===== src/rtl/subpel_row_if.sv =====
// subpel_row_if: bundles the control handshake, row-memory read port and
// datapath load port of the subpixel row scheduler.
//   master : the scheduler (drives busy/done/start_err, mem_rd/mem_addr,
//            dp_clear/dp_load/dp_row, out_valid/out_row_idx)
//   slave  : the environment (drives start/base_row/hold and mem_data)
interface subpel_row_if #(
    parameter int ADDR_W = 15,
    parameter int ROW_W  = 120
);
    logic              start;
    logic [ADDR_W-1:0] base_row;
    logic              hold;
    logic              busy;
    logic              done;
    logic              start_err;
    logic              mem_rd;
    logic [ADDR_W-1:0] mem_addr;
    logic [ROW_W-1:0]  mem_data;
    logic              dp_clear;
    logic              dp_load;
    logic [ROW_W-1:0]  dp_row;
    logic              out_valid;
    logic [2:0]        out_row_idx;

    modport master (
        input  start, base_row, hold, mem_data,
        output busy, done, start_err, mem_rd, mem_addr,
               dp_clear, dp_load, dp_row, out_valid, out_row_idx
    );

    modport slave (
        output start, base_row, hold, mem_data,
        input  busy, done, start_err, mem_rd, mem_addr,
               dp_clear, dp_load, dp_row, out_valid, out_row_idx
    );
endinterface


===== src/rtl/subpel_row_scheduler.sv =====
// subpel_row_scheduler: sequences one 8x8 subpixel interpolation block.
// Issues BLK_ROWS consecutive row reads starting at base_row, forwards each
// returned row to the datapath with dp_load, and flags the datapath outputs
// that are valid once the TAPS-row filter window is full.
// Ports:
//   clk, rst : clock, synchronous active-high reset
//   bus      : subpel_row_if.master
//              start/base_row/busy/done/start_err : block handshake
//              hold                               : stall new reads
//              mem_rd/mem_addr/mem_data           : row memory read port
//              dp_clear/dp_load/dp_row            : datapath row feed
//              out_valid/out_row_idx              : datapath output qualifier
module subpel_row_scheduler #(
    parameter int ADDR_W   = 15,
    parameter int ROW_W    = 120,
    parameter int BLK_ROWS = 15,
    parameter int TAPS     = 8,
    parameter int MEM_LAT  = 1,
    parameter int DP_LAT   = 2
) (
    input logic          clk,
    input logic          rst,
    subpel_row_if.master bus
);

    localparam logic [3:0] ISSUE_MAX  = 4'(BLK_ROWS);
    localparam logic [3:0] LAST_ISSUE = 4'(BLK_ROWS - 1);
    localparam logic [3:0] FIRST_OUT  = 4'(TAPS - 1);
    localparam logic [2:0] LAST_IDX   = 3'(BLK_ROWS - TAPS);

    typedef enum logic [1:0] {
        S_IDLE,
        S_FETCH,
        S_DRAIN,
        S_DONE
    } state_t;

    state_t            state;
    state_t            state_nx;
    logic [ADDR_W-1:0] base_q;
    logic [3:0]        issue_cnt;
    logic [3:0]        load_cnt;
    logic              clear_q;
    logic [MEM_LAT-1:0] rd_pipe;
    logic [DP_LAT-1:0]  ov_pipe;
    logic [2:0]         idx_pipe [DP_LAT];

    logic       accept;
    logic       issue;
    logic       ov_in;
    logic [2:0] idx_in;

    assign accept = (state == S_IDLE) && bus.start;
    // issue_cnt never passes ISSUE_MAX because issuing stops there.
    assign issue  = (state == S_FETCH) && !bus.hold && (issue_cnt < ISSUE_MAX);
    // The first TAPS-1 loads only prime the filter window.
    assign ov_in  = bus.dp_load && (load_cnt >= FIRST_OUT);
    assign idx_in = 3'(load_cnt - FIRST_OUT);

    // NOTE: every variable gets a default at the top of always_comb so no
    // path can leave it unassigned and infer a latch.
    always_comb begin
        state_nx = state;
        case (state)
            S_IDLE:  if (bus.start) state_nx = S_FETCH;
            S_FETCH: if (issue && (issue_cnt == LAST_ISSUE)) state_nx = S_DRAIN;
            S_DRAIN: if (bus.out_valid && (bus.out_row_idx == LAST_IDX)) state_nx = S_DONE;
            S_DONE:  state_nx = S_IDLE;
            default: state_nx = S_IDLE;
        endcase
    end

    // NOTE: sequential state uses non-blocking assignments so every register
    // samples pre-edge values regardless of statement order.
    always_ff @(posedge clk) begin
        if (rst) begin
            state     <= S_IDLE;
            base_q    <= '0;
            issue_cnt <= '0;
            load_cnt  <= '0;
            clear_q   <= 1'b0;
            // NOTE: the latency delay lines are small flop chains, not RAM, and
            // are reset so rows in flight from an abandoned block never load.
            rd_pipe   <= '0;
            ov_pipe   <= '0;
            for (int i = 0; i < DP_LAT; i++) idx_pipe[i] <= '0;
        end else begin
            state   <= state_nx;
            clear_q <= accept;

            if (accept) begin
                base_q    <= bus.base_row;
                issue_cnt <= '0;
                load_cnt  <= '0;
            end else begin
                if (issue)       issue_cnt <= issue_cnt + 4'd1;
                if (bus.dp_load) load_cnt  <= load_cnt + 4'd1;
            end

            // Read strobe delayed by the memory latency becomes dp_load.
            rd_pipe[0] <= issue;
            for (int i = 1; i < MEM_LAT; i++) rd_pipe[i] <= rd_pipe[i-1];

            // Output qualifier and row index travel together through the
            // datapath latency.
            ov_pipe[0]  <= ov_in;
            idx_pipe[0] <= idx_in;
            for (int i = 1; i < DP_LAT; i++) begin
                ov_pipe[i]  <= ov_pipe[i-1];
                idx_pipe[i] <= idx_pipe[i-1];
            end
        end
    end

    assign bus.busy        = (state != S_IDLE);
    assign bus.done        = (state == S_DONE);
    assign bus.start_err   = bus.start && (state != S_IDLE);
    assign bus.mem_rd      = issue;
    // Address wraps modulo 2^ADDR_W by plain truncating addition.
    assign bus.mem_addr    = issue ? (base_q + ADDR_W'(issue_cnt)) : '0;
    assign bus.dp_clear    = clear_q;
    assign bus.dp_load     = rd_pipe[MEM_LAT-1];
    assign bus.dp_row      = bus.dp_load ? bus.mem_data : {ROW_W{1'b0}};
    assign bus.out_valid   = ov_pipe[DP_LAT-1];
    assign bus.out_row_idx = idx_pipe[DP_LAT-1];

endmodule


===== src/flat_wrapper.sv =====
// flat-port wrapper written by rule: the top's interface ports become plain ports
module subpel_row_scheduler_flat 
#(
    parameter int ADDR_W   = 15,
    parameter int ROW_W    = 120,
    parameter int BLK_ROWS = 15,
    parameter int TAPS     = 8,
    parameter int MEM_LAT  = 1,
    parameter int DP_LAT   = 2
)
  (clk, rst, bus_start, bus_base_row, bus_hold, bus_mem_data, bus_busy, bus_done, bus_start_err, bus_mem_rd, bus_mem_addr, bus_dp_clear, bus_dp_load, bus_dp_row, bus_out_valid, bus_out_row_idx);
  subpel_row_if #(.ADDR_W(ADDR_W), .ROW_W(ROW_W)) bus_i ();
  input logic clk;
  input logic rst;
  input wire logic [$bits(bus_i.start)-1:0] bus_start;
  input wire logic [$bits(bus_i.base_row)-1:0] bus_base_row;
  input wire logic [$bits(bus_i.hold)-1:0] bus_hold;
  input wire logic [$bits(bus_i.mem_data)-1:0] bus_mem_data;
  output wire logic [$bits(bus_i.busy)-1:0] bus_busy;
  output wire logic [$bits(bus_i.done)-1:0] bus_done;
  output wire logic [$bits(bus_i.start_err)-1:0] bus_start_err;
  output wire logic [$bits(bus_i.mem_rd)-1:0] bus_mem_rd;
  output wire logic [$bits(bus_i.mem_addr)-1:0] bus_mem_addr;
  output wire logic [$bits(bus_i.dp_clear)-1:0] bus_dp_clear;
  output wire logic [$bits(bus_i.dp_load)-1:0] bus_dp_load;
  output wire logic [$bits(bus_i.dp_row)-1:0] bus_dp_row;
  output wire logic [$bits(bus_i.out_valid)-1:0] bus_out_valid;
  output wire logic [$bits(bus_i.out_row_idx)-1:0] bus_out_row_idx;
  assign bus_i.start = bus_start;
  assign bus_i.base_row = bus_base_row;
  assign bus_i.hold = bus_hold;
  assign bus_i.mem_data = bus_mem_data;
  assign bus_busy = bus_i.busy;
  assign bus_done = bus_i.done;
  assign bus_start_err = bus_i.start_err;
  assign bus_mem_rd = bus_i.mem_rd;
  assign bus_mem_addr = bus_i.mem_addr;
  assign bus_dp_clear = bus_i.dp_clear;
  assign bus_dp_load = bus_i.dp_load;
  assign bus_dp_row = bus_i.dp_row;
  assign bus_out_valid = bus_i.out_valid;
  assign bus_out_row_idx = bus_i.out_row_idx;
  subpel_row_scheduler #(.ADDR_W(ADDR_W), .ROW_W(ROW_W), .BLK_ROWS(BLK_ROWS), .TAPS(TAPS), .MEM_LAT(MEM_LAT), .DP_LAT(DP_LAT)) u_core (.clk(clk), .rst(rst), .bus(bus_i));
endmodule

===== config.mk =====
export PLATFORM = sky130hd
export DESIGN_NAME = subpel_row_scheduler_flat
export DESIGN_NICKNAME = d
export VERILOG_FILES = /design/src/rtl/subpel_row_if.sv /design/src/rtl/subpel_row_scheduler.sv /design/src/flat_wrapper.sv
export SDC_FILE = /design/constraint.sdc
export NUM_CORES = 1
export LEC_CHECK = 0
export ABC_CLOCK_PERIOD_IN_PS = 2900
export CAP_MARGIN = 20
export CORE_ASPECT_RATIO = 0.6
export CORE_MARGIN = 4
export CORE_UTILIZATION = 29
export CTS_BUF_LIST = sky130_fd_sc_hd__clkbuf_8
export DETAILED_ROUTE_END_ITERATION = 7
export GPL_TIMING_DRIVEN = 1
export PLACE_DENSITY = 0.84
export SLEW_MARGIN = 5
export SYNTH_ARGS = -nofsm -noshare
export SYNTH_HDL_FRONTEND = slang
export SYNTH_SLANG_ARGS = --single-unit

===== constraint.sdc =====
create_clock -name clk -period 2.9 [get_ports clk]
set_clock_uncertainty 0.2 [all_clocks]
set_input_delay 0.435 -clock clk [delete_from_list [all_inputs] [get_ports clk]]
set_output_delay 0.435 -clock clk [all_outputs]
set_load 0.1 [all_outputs]

Yosys cells after proc, flatten, opt, wreduce, memory -nomap -nowiden
Memories as Yosys holds them, arrays and structs flattened.
Index checks and enable logic that the tools add are counted.
{"block": "totals", "regBits": 29, "latchBits": 0, "ramBits": 6, "rom_bits": 0, "word_cells": 47, "memories": 1}
{"block": "classes", "n_addsub": 4, "n_mul": 0, "div_mod_pow": 0, "order_cmp": 2, "n_eq_ne": 8, "shifts": 0, "muxes": 11, "bitwise_logic": 2, "n_reduce_logical": 12}
{"memory": "u_core.idx_pipe", "words": 2, "width": 3, "read_ports": 2, "rd_ports_with_merged_regs": 0, "wr": 2, "line": "subpel_row_scheduler.sv:46", "source": "logic [2:0] idx_pipe [DP_LAT];"}
{"operator": "2-to-1 mux 120 bit", "n": 1}
{"operator": "adder 15 x 4 -> 15 bit", "n": 1}
{"operator": "2-to-1 mux 15 bit", "n": 1}
{"operator": "adder 4 x 1 -> 4 bit (second input constant)", "n": 2}
{"operator": "case mux 2 bit (4 select lines)", "n": 1}
{"operator": "logical AND 1 bit", "n": 7}
{"operator": "2-to-1 mux 2 bit", "n": 3}
{"operator": "2-to-1 mux 3 bit", "n": 2}
{"operator": "== test 2 bit (second input constant)", "n": 2}
{"operator": "== test 4 bit (second input constant)", "n": 1}
{"operator": ">= comparator 4 x 3 -> 1 bit (second input constant)", "n": 1}
{"operator": "< comparator 4 bit (second input constant)", "n": 1}
{"operator": "!= test 2 bit (second input constant)", "n": 2}
{"operator": "== test 3 bit (second input constant)", "n": 1}
{"operator": "2-to-1 mux 1 bit", "n": 3}
{"operator": "AND reduction 3 bit", "n": 1}
{"operator": "subtractor 3 bit (second input constant)", "n": 1}
{"operator": "== test 2 x 1 -> 1 bit (second input constant)", "n": 1}
{"operator": "zero test 2 bit", "n": 1}
{"operator": "!= test 2 x 1 -> 1 bit (second input constant)", "n": 1}
{"operator": "bitwise OR 1 bit", "n": 2}
{"operator": "nonzero test 2 bit", "n": 1}
{"operator": "OR reduction 2 bit", "n": 1}
{"operator": "zero test 1 bit", "n": 1}

Depth between registers and ports, before layout
{"block": "logic_depth", "depth_word": 6, "mapped_depth": 8, "mapped_depth_nobuf": 7}

Worst setup path before layout
Ideal clock, no wire load.
{"block": "synth_path", "kind": "register to output", "from": "register u_core.issue_cnt[0]", "to": "output bus_mem_addr[4]", "arrival_ns": 3.600, "required_time_ns": 2.265, "setup_slack_ns": -1.335, "path_stages_with_launch": 8, "cell_sequence": "dfxtp_1 ha_1 inv_1 fa_1 nand2b_1 a21boi_0 nor3_1 nor3_1"}
{"block": "synth_between", "elab_chain_cells": 3, "word_cells_on_any_way": 4, "classes_between": "1 x add/sub; 1 x order compare; 1 x mux; 1 x reduce/logical"}
{"item": "from (decl)", "line": "subpel_row_scheduler.sv:41", "source": "logic [3:0] issue_cnt;"}
{"item": "from (signal assigned)", "line": "subpel_row_scheduler.sv:96", "source": "if (issue) issue_cnt <= issue_cnt + 4'd1;"}
{"item": "branches (longest 2 deep; another with adder 15 x 4 -> 15 bit)"}
{"item": "2-to-1 mux 15 bit (*)", "line": "subpel_row_scheduler.sv:120", "source": "assign bus.mem_addr = issue ? (base_q + ADDR_W'(issue_cnt)) : '0;"}
{"item": "to (decl)", "line": "flat_wrapper.sv:23", "source": "output wire logic [$bits(bus_i.mem_addr)-1:0] bus_mem_addr;"}
Mark *: on every way between the ends.

Final worst setup path
{"block": "layout_path", "from": "register u_core.issue_cnt[0]", "to": "output bus_mem_addr[9]"}
The elaborated chain is that of the path after synthesis.

==> impl_metrics.tcl <==
set metrics [dict create \
    drc 0 \
    die_area_um2 10500 \
    ioPinCount 284 \
    worst-setup-path-type "reg -> out" \
    syn2layout_area_growth_pct 166 \
    cts_root_buf "clkbuf_8" \
    fillers 497 \
    fin_nets 762 \
    cpMaxStageDelayCell "or4_4" \
    die_h_um 81.0 \
    initial_utilization_pct 30.0 \
    port_buffers 283 \
    grt_pass1_vias 3584 \
    synth-seq-cells 35 \
    setup_viol 0 \
    synth_top_flop_cell "dfxtp_1" \
    synth_nets 480 \
    cts.hold.buffers_added 0 \
    synth_top_area_share_pct 29.4 \
    powerDensity_nw_per_um2 475 \
    place_hpwl_mm 11.5 \
    num_rows 26 \
    synth-adder-area-share_pct 6.12 \
    syn_area_um2 2580 \
    grt-ovfl-total 0 \
    grt_use_total_pct 24.6 \
    p_leak_nw 2.79 \
    relSlewSlack_pct 27.1 \
    grt_max_degree 82 \
    grt_pass1_wl_mm 20.2 \
    startpoint_type "flip-flop" \
    ys_async_sr_fraction_pct 0 \
    crit_chain "buf_4 -> ha_2 -> and3_4 -> or2_4 -> or4_4 -> nand2_4 -> buf_12" \
    fmax_ghz 0.349 \
    cts.clk_slew.worst_paths_ns 0.07 \
    yosys.area_share.simple_pct 42.2 \
    whs_ns 0.236 \
    synth-seq-area-share_pct 27.2 \
    vias 3422 \
    worst_skew_pair.late_latency_ns 0.29 \
    syn-mean-instance-area_um2 7.83 \
    htreeDepth 2 \
    drtPass1Iterations 4 \
    vias_per_cell 4.73 \
    hold_violations 0 \
    fin_cells 724 \
    synth_top_family_by_area "simple AND/OR/NAND/NOR gates" \
    wire_per_inst_um 19.4 \
    synthXorXnorAreaFrac_pct 4.42 \
    synth_warnings 0 \
    synth_edf_count 0 \
    post-route-period-util_pct 98.7 \
    ys_types 42 \
    place.gp.congestion 0.917 \
    min_period_ns 2.86 \
    drtIter0Drc 246 \
    slew_violations 0 \
    maxCapViolCount 0 \
    peakVddDrop_v 0.000297 \
    synthMuxAreaShare_pct 1.55 \
    worst_pin_slew_ns 1.09 \
    antenna_found_initial 0 \
    cp_max_fo 3 \
    diodes 0 \
    core_um2 8590 \
    synth_compound_area_share_pct 12.6 \
    synth_cells 329 \
    rsz0062_at_grt "yes" \
    critPathArrivalTime_ns 2.23 \
    hp-class "reg -> reg" \
    ys_top_cells_by_area "and2_1 29%, dfxtp_1 27%, ha_1 5.3%, a22o_1 3.7%, nor2_1 3.2%" \
    die_w_um 130 \
    cpPeakStageDelay_ns 0.53 \
    setup_tns_ns 0 \
    cts_buffer_depth 2 \
    cp-end-kind "output port" \
    drive_above_1_share_pct 41.7 \
    cts_buffers 5 \
    ant_nets 0 \
    worstPathRequired_ns 2.27 \
    routed_wirelength_mm 14.0 \
    status "complete, no violations" \
    dp_cells 707 \
    synth_top_cell_by_area "and2_1" \
    cts_sinks 35 \
    cts_tree "built" \
]
-- what timing repair did --
action,in CTS,in global routing
gates resized for setup,28,11
buffers inserted,5,4
pin swaps,7,8
setup endpoints to repair,11,10
-- cell type report --
class | instances | area (um^2) | area share (%)
multi-input combinational | 257 | 1980 | 28.8
clock buffer | 5 | 68.8 | 1.00
clock inverter | 3 | 16.3 | 0.237
timing repair buffer | 298 | 3880 | 56.6
sequential | 35 | 716 | 10.4
inverter | 14 | 57.6 | 0.839
tap | 112 | 140 | 2.04
-- cells by family (layout without fill, tap and decap cells) --
kind of cell / count (synthesis) / count (layout)
fa+ha+maj: 12 / 12
buf+inv: 37 / 320
mux: 4 / 4
compound gates: 43 / 43
flops: 35 / 35
xor+xnor: 13 / 13
simple gates: 185 / 185
-- report_power, final --
group	switching, W	internal [W]
sequential	0.0000902	0.000547
combinational	0.00148	0.000793
clock	0.000184	0.000165
total	0.00175	0.00150
-- registers in the layout (all words and copies together) (netlist names) --
signal / count
u_core.bus.dp_clear: 1
u_core.idx_pipe: 6
u_core.load_cnt: 4
u_core.ov_pipe: 2
u_core.state: 2
u_core.bus.dp_load: 1
u_core.base_q: 15
u_core.issue_cnt: 4
-- cell usage after synthesis (all sizes together) (5+ instances only) --
cell      n
buf       5
nand2b    5
inv      13
clkbuf   18
o21ai     7
a22o     11
nand4     5
nor2b     5
and2    121
dfxtp    35
nand2     9
xnor2     9
ha       11
nor2     22
a21oi     7
-- path summary, 6_finish.rpt --
kind | cells after the start | slack, ns | to | startpoint
setup / recovery | 7 | 0.04 | bus_mem_addr[9] | u_core.issue_cnt[0]$_SDFFE_PP0P_
hold / removal | 1 | 0.24 | u_core.idx_pipe[0][4]$_SDFF_PP0_ | u_core.idx_pipe[0][1]$_SDFF_PP0_
hold reg to reg | 1 | 0.24 | u_core.idx_pipe[0][4]$_SDFF_PP0_ | u_core.idx_pipe[0][1]$_SDFF_PP0_
setup reg to reg | 4 | 0.71 | u_core.base_q[9]$_SDFFE_PP0P_ | u_core.state[1]$_SDFFE_PP0P_
-- critical path: cells and delay by family (launching register included) --
| kind | cells | cell delay [ns] |
|---|---|---|
| adder cells (fa/ha/maj) | 1 | 0.21 |
| buffers and inverters | 2 | 0.32 |
| flip-flops | 1 | 0.35 |
| AND/OR/NAND/NOR | 4 | 1.07 |
-- routing by layer --
layer,track usage (%),vias to the layer above,part of all wire (%)
li1,-,1638,-
met1,27.8,1586,36
met2,47.0,176,54
met3,6.31,22,8.2
met4,5.39,0,1.6
met5,0,-,0
-- per-stage QoR --
stage	area (um^2)	setup slack (ns)	power, W	util (%)
2_1_floorplan	2690	-0.372	0.00203	-
4_1_cts	6800	-0.0724	0.00325	79.1
3_5_place_dp	6540	-0.0353	0.00286	76.2
3_3_place_gp	6540	0.109	0.00282	76.2
5_1_grt	6860	-0.0125	0.00337	79.9
6_report	6860	0.0380	0.00326	79.9
-- placed cells by master (no fill, tap or decap), types with 3 or more instances in the layout --
master | netlist | routed
nor2b_1 | 5 | 5
nor2_1 | 22 | 16
nand2_1 | 9 | 8
clkbuf_8 | 0 | 5
clkdlybuf4s50_1 | 0 | 138
buf_12 | 0 | 104
nor2_2 | 0 | 6
a21oi_1 | 7 | 4
a22o_1 | 11 | 11
and2_1 | 121 | 71
dfxtp_4 | 0 | 3
nand4_1 | 5 | 5
mux2i_1 | 4 | 3
dfxtp_2 | 0 | 3
inv_1 | 13 | 13
ha_4 | 0 | 3
dfxtp_1 | 35 | 29
o21ai_0 | 6 | 5
xnor2_1 | 9 | 9
and2_2 | 0 | 50
xor2_1 | 4 | 4
buf_4 | 3 | 56
nand2b_1 | 5 | 4
ha_1 | 11 | 7
or3_1 | 3 | 3
(Power assumes the default switching activity.)
